## src/rtl/uart_receiver.sv

```systemverilog
// UART 8N1 receiver that packs WORD_BYTES bytes, first byte most significant, into one word.
// Each completed word is written out with an address that increments after every write.
module uart_receiver #(
    parameter int                OVERSAMPLE = 16,
    parameter int                WORD_BYTES = 4,
    parameter int                ADDR_W     = 32,
    parameter logic [ADDR_W-1:0] BASE_ADDR  = '0
) (
    input  logic                    i_clk,
    input  logic                    i_rst_n,
    input  logic                    i_rx,
    input  logic                    i_clear,
    output logic                    o_wr_en,
    output logic [ADDR_W-1:0]       o_wr_addr,
    output logic [8*WORD_BYTES-1:0] o_wr_data,
    output logic                    o_frame_err,
    output logic                    o_busy
);

    localparam int PH_W   = $clog2(OVERSAMPLE);
    localparam int CNT_W  = (WORD_BYTES > 1) ? $clog2(WORD_BYTES) : 1;
    localparam int WORD_W = 8 * WORD_BYTES;

    localparam logic [PH_W-1:0]  PH_MID   = PH_W'(OVERSAMPLE / 2 - 1);
    localparam logic [PH_W-1:0]  PH_LAST  = PH_W'(OVERSAMPLE - 1);
    localparam logic [CNT_W-1:0] CNT_LAST = CNT_W'(WORD_BYTES - 1);

    typedef enum logic [1:0] {
        S_IDLE,
        S_START,
        S_DATA,
        S_STOP
    } state_t;

    state_t             state_q, state_d;
    logic [PH_W-1:0]    phase_q, phase_d;
    logic [2:0]         bit_cnt_q;
    logic [7:0]         shift_q;
    logic [CNT_W-1:0]   byte_cnt_q;
    logic [WORD_W-1:0]  word_q;
    logic [WORD_W-1:0]  word_next;
    logic               rx_meta, rxs, rxs_prev;
    logic               rx_fall;
    logic               bit_sample, stop_sample, byte_ok, byte_bad;

    // Idle level is 1 so that reset never looks like a start edge.
    always_ff @(posedge i_clk or negedge i_rst_n) begin
        if (!i_rst_n) begin
            rx_meta  <= 1'b1;
            rxs      <= 1'b1;
            rxs_prev <= 1'b1;
        end else begin
            // NOTE: non-blocking assignments make these three flops a true shift chain;
            // blocking ones would collapse them into a single stage.
            rx_meta  <= i_rx;
            rxs      <= rx_meta;
            rxs_prev <= rxs;
        end
    end

    assign rx_fall = rxs_prev & ~rxs;

    always_ff @(posedge i_clk or negedge i_rst_n) begin
        if (!i_rst_n) begin
            state_q <= S_IDLE;
            phase_q <= '0;
        end else begin
            state_q <= state_d;
            phase_q <= phase_d;
        end
    end

    always_comb begin
        // NOTE: every signal assigned here gets a default first, so no path can infer a latch.
        state_d = state_q;
        phase_d = '0;
        case (state_q)
            S_IDLE:  if (rx_fall) state_d = S_START;
            S_START: if (phase_q == PH_MID) state_d = rxs ? S_IDLE : S_DATA;
            S_DATA:  if (phase_q == PH_LAST && bit_cnt_q == 3'd7) state_d = S_STOP;
            S_STOP:  if (phase_q == PH_LAST) state_d = S_IDLE;
            default: state_d = S_IDLE;
        endcase
        if (i_clear) state_d = S_IDLE;
        // The phase restarts on every state change and wraps once per bit while in DATA.
        if (state_d == state_q && state_q != S_IDLE && phase_q != PH_LAST)
            phase_d = phase_q + PH_W'(1);
    end

    assign bit_sample  = (state_q == S_DATA) && (phase_q == PH_LAST);
    assign stop_sample = (state_q == S_STOP) && (phase_q == PH_LAST);
    assign byte_ok     = stop_sample & rxs;
    assign byte_bad    = stop_sample & ~rxs;
    assign o_busy      = (state_q != S_IDLE);

    always_comb begin
        word_next      = word_q << 8;
        word_next[7:0] = shift_q;
    end

    always_ff @(posedge i_clk or negedge i_rst_n) begin
        if (!i_rst_n) begin
            // NOTE: the word and output registers are reset because their values are
            // visible on the ports, which must read 0 after reset.
            bit_cnt_q   <= '0;
            shift_q     <= '0;
            byte_cnt_q  <= '0;
            word_q      <= '0;
            o_wr_en     <= 1'b0;
            o_wr_addr   <= BASE_ADDR;
            o_wr_data   <= '0;
            o_frame_err <= 1'b0;
        end else begin
            if (state_q == S_START)
                bit_cnt_q <= '0;
            else if (bit_sample)
                bit_cnt_q <= bit_cnt_q + 3'd1;

            if (bit_sample)
                shift_q <= {rxs, shift_q[7:1]};

            // Clear has priority over everything else, including a write that is due.
            if (i_clear) begin
                byte_cnt_q  <= '0;
                o_wr_en     <= 1'b0;
                o_wr_addr   <= BASE_ADDR;
                o_frame_err <= 1'b0;
            end else begin
                o_wr_en     <= 1'b0;
                o_frame_err <= 1'b0;
                if (o_wr_en)
                    o_wr_addr <= o_wr_addr + ADDR_W'(1);
                if (byte_bad) begin
                    o_frame_err <= 1'b1;
                    byte_cnt_q  <= '0;
                end else if (byte_ok) begin
                    word_q <= word_next;
                    if (byte_cnt_q == CNT_LAST) begin
                        byte_cnt_q <= '0;
                        o_wr_en    <= 1'b1;
                        o_wr_data  <= word_next;
                    end else begin
                        byte_cnt_q <= byte_cnt_q + CNT_W'(1);
                    end
                end
            end
        end
    end

endmodule

```

## config.mk

```make
export PLATFORM = sky130hd
export DESIGN_NAME = uart_receiver
export DESIGN_NICKNAME = d
export VERILOG_FILES = /design/src/rtl/uart_receiver.sv
export SDC_FILE = /design/constraint.sdc
export NUM_CORES = 1
export LEC_CHECK = 0
export ABC_AREA = 1
export CORE_AREA = 2 2 100 102
export CTS_BUF_LIST = sky130_fd_sc_hd__clkbuf_4 sky130_fd_sc_hd__clkbuf_8
export DETAILED_ROUTE_END_ITERATION = 8
export DIE_AREA = 0 0 102 104
export GPL_ROUTABILITY_DRIVEN = 1
export PLACE_DENSITY = 0.79
export SLEW_MARGIN = 20
export SYNTH_ARGS = -nofsm -noshare
export SYNTH_HDL_FRONTEND = slang
export SYNTH_SLANG_ARGS = --single-unit
```

## constraint.sdc

```tcl
create_clock -name i_clk -period 1.9 [get_ports i_clk]
set_input_delay 0.475 -clock i_clk [delete_from_list [all_inputs] [get_ports i_clk]]
set_output_delay 0.475 -clock i_clk [all_outputs]
set_load 0.01 [all_outputs]
```

==> metrics.md <==
| Metric | Value |
|---|---|
| Async set-or-reset flop fraction in the synthesized netlist | 1.00 |
| Vias | 4192 |
| Clock Path Buffers | 2 |
| Path depth of the worst reg2reg path | 8 |
| DRT Pass-1 Iters | 6 |
| Vias in the first global route | 3928 |
| Initial antenna violation count | 0 |
| Synth Net Count | 617 |
| Final period util | 0.976 |
| Max cap viols | 0 |
| Main flop type after synthesis | dfrtp_1 |
| Slowest CP cell | clkdlybuf4s50_1 |
| Final Util | 0.653 |
| Worst path bufs/invs | 1 |
| Distinct cells, synth | 38 |
| RSZ-0062 raised after global routing | false |
| Crit end category | output port |
| Pin count of the biggest net entering global routing | 83 |
| Nets | 699 |
| CP max stage delay | 0.57 ns |
| CTS tree | yes |
| Leak pwr | 2.75 nW |
| Synthesized flop and latch total | 112 |
| Clock sinks | 112 |
| WP depth | 1 |
| Critical-path cell list | clkdlybuf4s50_1 |
| Mean post-synth cell area | 8.38 um2 |
| DIE AREA | 0.0106 mm2 |
| Core Region | 0.00955 mm2 |
| Critical path data arrival time | 1.38 ns |
| Hold buffers post-CTS | 0 |
| Worst-path clk slew | 0.11 ns |
| PwrDens | 624 mW/mm2 |
| Final setup vio count | 0 |
| Pins over their slew limit | 0 |
| CTS H-tree depth | 3 |
| Clock Latency Late Sink | 0.37 ns |
| Share of post-route cells with drive strength above 1 | 0.108 |
| Final hold violation count | 0 |
| Worst min-delay path class | in2async |
| Row cnt | 36 |
| Grt ovf | 0 |
| Final HPWL DP | 7870 um |
| Cell Area, Synth | 0.00510 mm2 |
| Layout fillers | 812 |
| First-pass GRT wire length | 18500 um |
| Buffers on Ports | 70 |
| Num CTS Buffers | 9 |
| Starting Density | 0.534 |
| Vias per cell | 5.06 |
| Drt drc | 0 |
| Maximum vdd drop | 0.000382 V |
| Worst rel slew slack | 0.707 |
| Routed wire per std cell | 13.3 um |
| Critical path peak fanout | 5 |
| Total global-route track usage | 0.218 |
| Chip width | 102 um |
| CP top delay family | buffers and inverters |
| Slew @ Worst Pin | 0.439 ns |
| Skew final | 0.0179 ns |
| WP data required | 1.42 ns |
| Register area share after synthesis | 0.551 |
| Starting DRT DRC Count | 276 |
| Final Wtd Congestion | 0.879 |
| Number of I/O pins | 71 |
| Post-synth EDFFs | 0 |
| Antenna cell count | 0 |
| Fmax | 0.539 GHz |
| Status | finished, final reports clean |
| Antenna Nets Post-Route | 0 |
| Area grow syn2layout | 22.3% |
| Period minus WS final | 1.85 ns |
| Startpoint types | flip-flop |
| Die Y | 104 um |
| Ys Warns | 0 |
| Syn Inst Count | 608 |
| Overall Power | 3.89 mW |
| WL final | 11000 um |
| Crit Path Class | reg2out |
| Clock root buffer | clkbuf_8 |
-- final timing paths --
check / slack (ns) / startpoint / end
worst max register to register: 0.24 / o_wr_addr[0]$_DFFE_PN0P_ / o_wr_addr[26]$_DFFE_PN0P_
worst min register to register: 0.36 / rx_meta$_DFF_PN1_ / rxs$_DFF_PN1_
worst max-delay path: 0.05 / o_wr_addr[26]$_DFFE_PN0P_ / o_wr_addr[26]
min in group i_clk: 0.36 / rx_meta$_DFF_PN1_ / rxs$_DFF_PN1_
worst min-delay path: 0.1 / i_rst_n / o_wr_addr[24]$_DFFE_PN0P_
max in group asynchronous: 1.40 / i_rst_n / o_wr_addr[1]$_DFFE_PN0P_
-- kinds of logic (layout without fill, tap and decap cells) --
family	after synthesis	count (layout)	share of synthesized area
compound gates	94	94	0.100
xor+xnor	4	4	0.00688
fa+ha+maj	5	5	0.0123
buf+inv	90	177	0.0741
flops	112	112	0.551
simple gates	303	303	0.256
-- synth_stat cells (all sizes together) (3+ instances only) --
cell type | count | area [um2]
nor2 | 78 | 345
clkbuf | 5 | 18.8
a21oi | 17 | 85.1
ha | 5 | 62.6
dfstp | 3 | 78.8
inv | 73 | 274
nand3 | 32 | 178
o21ai | 70 | 365
nand2 | 182 | 696
buf | 11 | 81.3
nand4 | 7 | 50.1
dfrtp | 109 | 2730
-- registers in the layout, indices dropped and copies added, names as in the netlist --
name         count
phase_q          4
o_wr_en          1
state_q          2
bit_cnt_q        3
o_wr_addr       32
rxs              1
o_wr_data       32
rx_meta          1
o_frame_err      1
rxs_prev         1
word_q          24
byte_cnt_q       2
shift_q          8
-- per-stage QoR --
stage / setup TNS, ns / instances / hold slack [ns] / worst slack [ns] / cell area [um2]
floorplan: 0 / 608 / 0.179 / 0.397 / 5100
global placement: -0.403 / 807 / 0.350 / -0.0779 / 5990
detailed placement: -1.07 / 807 / 0.348 / -0.121 / 5990
CTS: 0 / 825 / 0.125 / 0.000636 / 6200
global route: 0 / 828 / 0.128 / 0.000539 / 6230
finish: 0 / 828 / 0.0958 / 0.0460 / 6230
-- timing repair --
item / in CTS / in global routing
resized for setup: 6 / 10
setup buffers: 2 / 3
endpoints found under the setup margin: 6 / 13
-- final cells by class --
class | count | area, um2 | area share
clock buffer | 10 | 131 | 0.0211
clock inverter | 6 | 56.3 | 0.00904
inverter | 74 | 278 | 0.0446
multi-input combinational | 406 | 1910 | 0.307
sequential | 112 | 2830 | 0.453
tap | 133 | 166 | 0.0267
timing repair buffer | 87 | 862 | 0.138
-- layer usage --
metal / vias up / GRT usage / routed length (um)
met4: 0 / 0.0638 / 83
met2: 100 / 0.330 / 5240
li1: 2084 / - / -
met3: 9 / 0.0383 / 423
met5: - / 0 / 0
met1: 1999 / 0.323 / 5220
-- where the power goes --
part | internal, mW | switching, mW | total, mW
logic | 0.0301 | 0.0840 | 0.114
clock network | 0.526 | 0.854 | 1.38
registers | 2.39 | 0.00538 | 2.40
total | 2.95 | 0.943 | 3.89
-- placed cells by master (no fill, tap or decap), types with 15 or more instances in the layout --
cell	instances
dfrtp_1	94
clkdlybuf4s50_1	68
o21ai_1	17
nor2_1	69
buf_4	15
nand3_1	30
a21oi_1	17
dfrtp_2	15
o21ai_0	49
inv_1	71
nand2_1	179
Note: power is estimated with default switching activity, not from simulation.
